### src/rtl/serial_subtractor.sv
// Bit-serial subtractor: {borrow_out, Y} = A - B - borrow_in, one full-subtractor
// step per clock, LSB first, with a start/busy/done handshake.
module serial_subtractor #(
  parameter int WIDTH = 8
) (
  input  logic             clk,
  input  logic             rst_n,
  input  logic             start,
  input  logic [WIDTH-1:0] A,
  input  logic [WIDTH-1:0] B,
  input  logic             borrow_in,
  output logic             busy,
  output logic             done,
  output logic [WIDTH-1:0] Y,
  output logic             borrow_out
);

  localparam int CW = $clog2(WIDTH + 1);

  typedef enum logic [1:0] {
    S_IDLE = 2'd0,
    S_BUSY = 2'd1,
    S_DONE = 2'd2
  } state_e;

  state_e           state_q, state_d;
  logic [WIDTH-1:0] a_sh_q, a_sh_d;
  logic [WIDTH-1:0] b_sh_q, b_sh_d;
  logic [WIDTH-1:0] d_sh_q, d_sh_d;
  logic             br_q, br_d;
  logic [CW-1:0]    cnt_q, cnt_d;
  logic [WIDTH-1:0] y_q, y_d;
  logic             borrow_out_q, borrow_out_d;
  logic             busy_q, busy_d;
  logic             done_q, done_d;

  logic [1:0]       step_s;
  logic             last_s;
  logic [WIDTH-1:0] d_shift_s;

  // Returns {borrow, difference} of a single full-subtractor step.
  function automatic logic [1:0] fs_step(input logic a, input logic b, input logic bin);
    fs_step = {(~a & b) | (~(a ^ b) & bin), a ^ b ^ bin};
  endfunction

  always_comb begin
    step_s              = fs_step(a_sh_q[0], b_sh_q[0], br_q);
    last_s              = (cnt_q == CW'(WIDTH - 1));
    d_shift_s           = d_sh_q >> 1'b1;
    d_shift_s[WIDTH-1]  = step_s[0];
  end

  always_ff @(posedge clk or negedge rst_n) begin
    if (!rst_n) begin
      state_q <= S_IDLE;
    end else begin
      state_q <= state_d;
    end
  end

  always_comb begin
    state_d = state_q;
    case (state_q)
      S_IDLE: begin
        if (start) begin
          state_d = S_BUSY;
        end else begin
          state_d = S_IDLE;
        end
      end
      S_BUSY: begin
        if (last_s) begin
          state_d = S_DONE;
        end else begin
          state_d = S_BUSY;
        end
      end
      S_DONE:  state_d = S_IDLE;
      default: state_d = S_IDLE;
    endcase
  end

  // Handshake flags are decoded from the next state so they leave flops directly.
  always_comb begin
    busy_d = (state_d == S_BUSY);
    done_d = (state_d == S_DONE);
  end

  always_comb begin
    a_sh_d       = a_sh_q;
    b_sh_d       = b_sh_q;
    d_sh_d       = d_sh_q;
    br_d         = br_q;
    cnt_d        = cnt_q;
    y_d          = y_q;
    borrow_out_d = borrow_out_q;
    case (state_q)
      S_IDLE: begin
        if (start) begin
          a_sh_d = A;
          b_sh_d = B;
          br_d   = borrow_in;
          cnt_d  = {CW{1'b0}};
          d_sh_d = {WIDTH{1'b0}};
        end else begin
          cnt_d  = cnt_q;
        end
      end
      S_BUSY: begin
        a_sh_d = a_sh_q >> 1'b1;
        b_sh_d = b_sh_q >> 1'b1;
        d_sh_d = d_shift_s;
        br_d   = step_s[1];
        cnt_d  = cnt_q + CW'(1'b1);
        // Results are published only once the final bit is in, never partially.
        if (last_s) begin
          y_d          = d_shift_s;
          borrow_out_d = step_s[1];
        end else begin
          y_d          = y_q;
        end
      end
      S_DONE:  cnt_d = cnt_q;
      default: cnt_d = cnt_q;
    endcase
  end

  always_ff @(posedge clk or negedge rst_n) begin
    if (!rst_n) begin
      a_sh_q       <= {WIDTH{1'b0}};
      b_sh_q       <= {WIDTH{1'b0}};
      d_sh_q       <= {WIDTH{1'b0}};
      br_q         <= 1'b0;
      cnt_q        <= {CW{1'b0}};
      y_q          <= {WIDTH{1'b0}};
      borrow_out_q <= 1'b0;
      busy_q       <= 1'b0;
      done_q       <= 1'b0;
    end else begin
      a_sh_q       <= a_sh_d;
      b_sh_q       <= b_sh_d;
      d_sh_q       <= d_sh_d;
      br_q         <= br_d;
      cnt_q        <= cnt_d;
      y_q          <= y_d;
      borrow_out_q <= borrow_out_d;
      busy_q       <= busy_d;
      done_q       <= done_d;
    end
  end

  assign busy       = busy_q;
  assign done       = done_q;
  assign Y          = y_q;
  assign borrow_out = borrow_out_q;

endmodule

### config.mk
export PLATFORM = sky130hd
export DESIGN_NAME = serial_subtractor
export DESIGN_NICKNAME = d
export VERILOG_FILES = /design/src/rtl/serial_subtractor.sv
export SDC_FILE = /design/constraint.sdc
export NUM_CORES = 1
export LEC_CHECK = 0
export ABC_CLOCK_PERIOD_IN_PS = 3200
export BUFFER_PORTS_ARGS = -buffer_cell sky130_fd_sc_hd__buf_2
export CAP_MARGIN = 20
export CORE_MARGIN = 8
export CORE_UTILIZATION = 45
export CTS_BUF_LIST = sky130_fd_sc_hd__clkbuf_8
export DETAILED_ROUTE_END_ITERATION = 10
export PLACE_DENSITY = 0.72
export SLEW_MARGIN = 30
export SYNTH_ARGS = -nofsm -noshare
export SYNTH_HDL_FRONTEND = slang
export SYNTH_SLANG_ARGS = --single-unit
### constraint.sdc
create_clock -name clk -period 3.2 [get_ports clk]
set_input_delay 0.64 -clock clk [delete_from_list [all_inputs] [get_ports clk]]
set_output_delay 0.64 -clock clk [all_outputs]
set_load 0.01 [all_outputs]
==> results_tabular.tex <==
\begin{tabular}{lr}
\hline
Metric & Value \\
\hline
\multicolumn{2}{l}{\textbf{Status}} \\
\quad Result of the run & completed \\
\multicolumn{2}{l}{\textbf{Place}} \\
\quad Count of port buffers added during placement & 30 \\
\quad Placed instance count & 225 \\
\quad Last weighted congestion value of the routability-driven placer & 0.754 \\
\quad DP HPWL & 2.55 mm \\
\quad Placed Area & 1950 µm² \\
\multicolumn{2}{l}{\textbf{CTS}} \\
\quad Resized Gates After CTS & 0 \\
\quad Post-CTS Setup Bufs & 0 \\
\quad Clock transition time at the flip-flop clock pins of the worst setup and hold paths & 0.08 ns \\
\quad TritonCTS buffer count & 5 \\
\quad Root buffer cell & clkbuf\_8 \\
\quad Clk\_lat worst skew & 0.30 ns \\
\quad Deepest level of the CTS H-tree & 2 \\
\quad Clock sink count & 41 \\
\quad CTS tree & yes \\
\quad Count of hold buffers inserted by post-cts repair & 0 \\
\quad Deepest clock path buffer count & 2 \\
\multicolumn{2}{l}{\textbf{STA}} \\
\quad FMAX & 0.490 GHz \\
\quad Final TNS setup & 0 ns \\
\quad Measured slew at the worst slew-check pin & 0.814 ns \\
\quad Final clock skew & 0.0108 ns \\
\quad Part of the cycle the worst path needs & 63.7\% \\
\quad Setup-violating endpoint count in the final report & 0 \\
\quad Final-report max-slew violation count & 0 \\
\quad Hold slack & 0.308 ns \\
\quad Shortest period the worst path allows & 2.04 ns \\
\quad Worst rel slew slack & 45.6\% \\
\quad Final hold violation count & 0 \\
\quad Unrepaired setup endpoints after global routing & no \\
\multicolumn{2}{l}{\textbf{Floorplanning}} \\
\quad Area of the core & 3720 µm² \\
\quad Std-Cell Rows & 22 \\
\quad Die H & 78.6 µm \\
\quad Horizontal die dimension & 78.6 µm \\
\quad Die area & 6180 µm² \\
\quad I/O pin count & 31 \\
\quad Starting utilization of the core area & 47.5\% \\
\multicolumn{2}{l}{\textbf{Worst setup path}} \\
\quad Sum of buffers and inverters on the critical path & 0 \\
\quad Critical Path Source Type & flop \\
\quad Type of destination of the critical path & flop \\
\quad Arrival time of the worst setup path & 2.22 ns \\
\quad Kind of critical path & flop to flop \\
\quad Reg2Reg Launch Point & state\_q[0]\$\_DFF\_PN0\_ \\
\quad Biggest fanout along the worst timing path & 25 \\
\quad Cell depth of the worst flop-to-flop path & 3 \\
\quad Cells along the critical path & nand2b\_2, nor3\_4, mux2\_2 \\
\quad Critical path's largest stage delay & 0.82 ns \\
\quad Capturing point of the worst reg2reg path & Y[0]\$\_DFFE\_PN0P\_ \\
\quad Required time at the worst-slack endpoint & 3.38 ns \\
\quad Kind of cell adding the most delay to the critical path & flip-flops \\
\quad Slowest stage cell on the critical path & dfrtp\_1 \\
\quad Register-to-register setup slack & 1.16 ns \\
\multicolumn{2}{l}{\textbf{Yosys}} \\
\quad Ys async rst share & 100\% \\
\quad Cell types with the largest area share after synthesis & dfrtp\_1 58\%, a22oi\_1 6.0\%, mux2\_2 5.7\% \\
\quad Most area-hungry cell type in the Yosys netlist & dfrtp\_1 \\
\quad Avg Inst Size Synth & 11.5 µm² \\
\quad Net count after synthesis & 176 \\
\quad Flip-flop and latch count after synthesis & 41 \\
\quad Total of warnings raised by yosys & 0 \\
\quad Most common flop cell mapped by yosys & dfrtp\_1 \\
\quad Synth unique cells & 22 \\
\quad EDFF count, synth & 0 \\
\quad Post-Synthesis Cells & 154 \\
\quad Most common cell in the synthesized netlist & dfrtp\_1 \\
\quad Part of the Yosys area used for sequential elements & 58.1\% \\
\quad List of most frequent post-synthesis cells & 41 x dfrtp\_1, 18 x o21ai\_0, 14 x a22oi\_1, 13 x nor2b\_1, 12 x a21oi\_1 \\
\quad Area share of the leading cell type in the synthesized netlist & 58.1\% \\
\quad Area of the mapped netlist & 1770 µm² \\
\multicolumn{2}{l}{\textbf{Job}} \\
\quad Count of max-cap constraint violations & 0 \\
\multicolumn{2}{l}{\textbf{Final layout}} \\
\quad Final Net Count & 206 \\
\quad Final Instance Count excl. Fillers & 233 \\
\quad Post-route standard cell area excluding fillers & 2070 µm² \\
\quad Fin util & 55.7\% \\
\quad Final antenna diode count & 0 \\
\quad Ratio of cells with drive above 1 in the final layout & 27.0\% \\
\quad Synthesis-to-finish area growth & 17.3\% \\
\multicolumn{2}{l}{\textbf{Global routing}} \\
\quad Number of antenna violations at the first check in global routing & 0 \\
\quad Largest net degree at the start of global routing & 42 \\
\quad Vias in the first global route & 1384 \\
\quad First-pass GRT wire length & 6.51 mm \\
\quad Total global routing track utilization & 13.1\% \\
\quad Sum of overflow across all layers after global routing & 0 \\
\multicolumn{2}{l}{\textbf{Drt}} \\
\quad Vias per std cell & 5.62 \\
\quad Number of nets still failing antenna checks after routing & 0 \\
\quad Average detailed-routed wire length per instance & 15.9 µm \\
\quad Total Wirelength & 3.70 mm \\
\quad Starting DRT DRC Count & 78 \\
\quad Via count & 1309 \\
\quad Number of detailed-route iterations in the first pass & 4 \\
\quad Post-detailed-route DRC marker count & 0 \\
\multicolumn{2}{l}{\textbf{Hold path}} \\
\quad Tightest Hold Check Type & primary input to asynchronous set/reset pin \\
\multicolumn{2}{l}{\textbf{Power}} \\
\quad Maximum VDD drop & 330 µV \\
\quad Leakage power of the design & 0.950 nW \\
\quad Power Density & 990 nW/µm² \\
\hline
\end{tabular}
==> layer usage <==
| layer | vias to the layer above | global-route usage [%] | wire (µm) |
|---|---|---|---|
| met2 | 22 | 19.8 | 1720 |
| li1 | 616 | - | - |
| met5 | - | 0 | 0 |
| met3 | 9 | 5.35 | 185 |
| met1 | 662 | 15.9 | 1730 |
| met4 | 0 | 5.93 | 68 |
==> report_power, final <==
group | leakage, nW | internal [W] | total [W] | switching (W)
sequential | 0.526 | 0.000736 | 0.000935 | 0.000200
clock | 0.0626 | 0.000251 | 0.000424 | 0.000173
combinational | 0.362 | 0.000346 | 0.000689 | 0.000343
total | 0.950 | 0.00133 | 0.00205 | 0.000716
==> sequential cells by signal, summed over array words and instances (netlist names) <==
register    count
d_sh_q          7
a_sh_q          8
b_sh_q          8
borrow_out      1
done            1
cnt_q           4
busy            1
Y               8
br_q            1
state_q         2
==> placed cells by master (no fill, tap or decap) <==
cell type and instances:
dfrtp_1 41, buf_2 29, o21ai_0 18, a22oi_1 14, nor2b_1 13, a21oi_1 12, nand2_1 10, mux2_2 9
a22o_1 9, clkbuf_8 6, inv_1 4, a2bb2oi_1 3, nand3_1 3, buf_4 3, nor2_1 2, nand2b_2 1
nor3_4 1, o21bai_1 1, nor3_1 1, or3_1 1, mux2i_1 1, fa_1 1, ha_1 1, bufinv_16 1
==> worst max-delay path by stage <==
| stage | end | from | depth (start not counted) |
|---|---|---|---|
| 2_1_floorplan | cnt_q[0]$_DFFE_PN0P_ | start | 4 |
| 3_3_place_gp | b_sh_q[5]$_DFFE_PN0P_ | start | 4 |
| 3_5_place_dp | b_sh_q[5]$_DFFE_PN0P_ | start | 4 |
| 4_1_cts | Y[0]$_DFFE_PN0P_ | state_q[0]$_DFF_PN0_ | 3 |
| 5_1_grt | Y[5]$_DFFE_PN0P_ | state_q[0]$_DFF_PN0_ | 3 |
| 6_report | Y[0]$_DFFE_PN0P_ | state_q[0]$_DFF_PN0_ | 3 |
==> cells by family after synthesis <==
logic type	after synthesis	synth area share (%)
buf+inv	12	2.83
fa+ha+maj	2	1.84
compound gates	57	20.8
mux	10	6.31
flops	41	58.1
simple gates	32	10.1
==> through the flow <==
stage	total power [W]	setup slack [ns]
global route	0.00221	1.03
finish	0.00205	1.16
floorplan	0.00140	1.74
detailed placement	0.00164	1.16
global placement	0.00160	1.22
CTS	0.00207	1.16
==> area by class of cell <==
| cell class | instances | area [µm²] |
|---|---|---|
| Clock buffer | 6 | 82.6 |
| Clock inverter | 2 | 33.8 |
| Fill cell | 335 | 1650 |
| Inverter | 3 | 11.3 |
| Multi-Input combinational cell | 101 | 689 |
| Sequential cell | 41 | 1030 |
| Tap cell | 48 | 60.1 |
| Timing Repair Buffer | 32 | 168 |
Power figures use the tool's default switching activity.
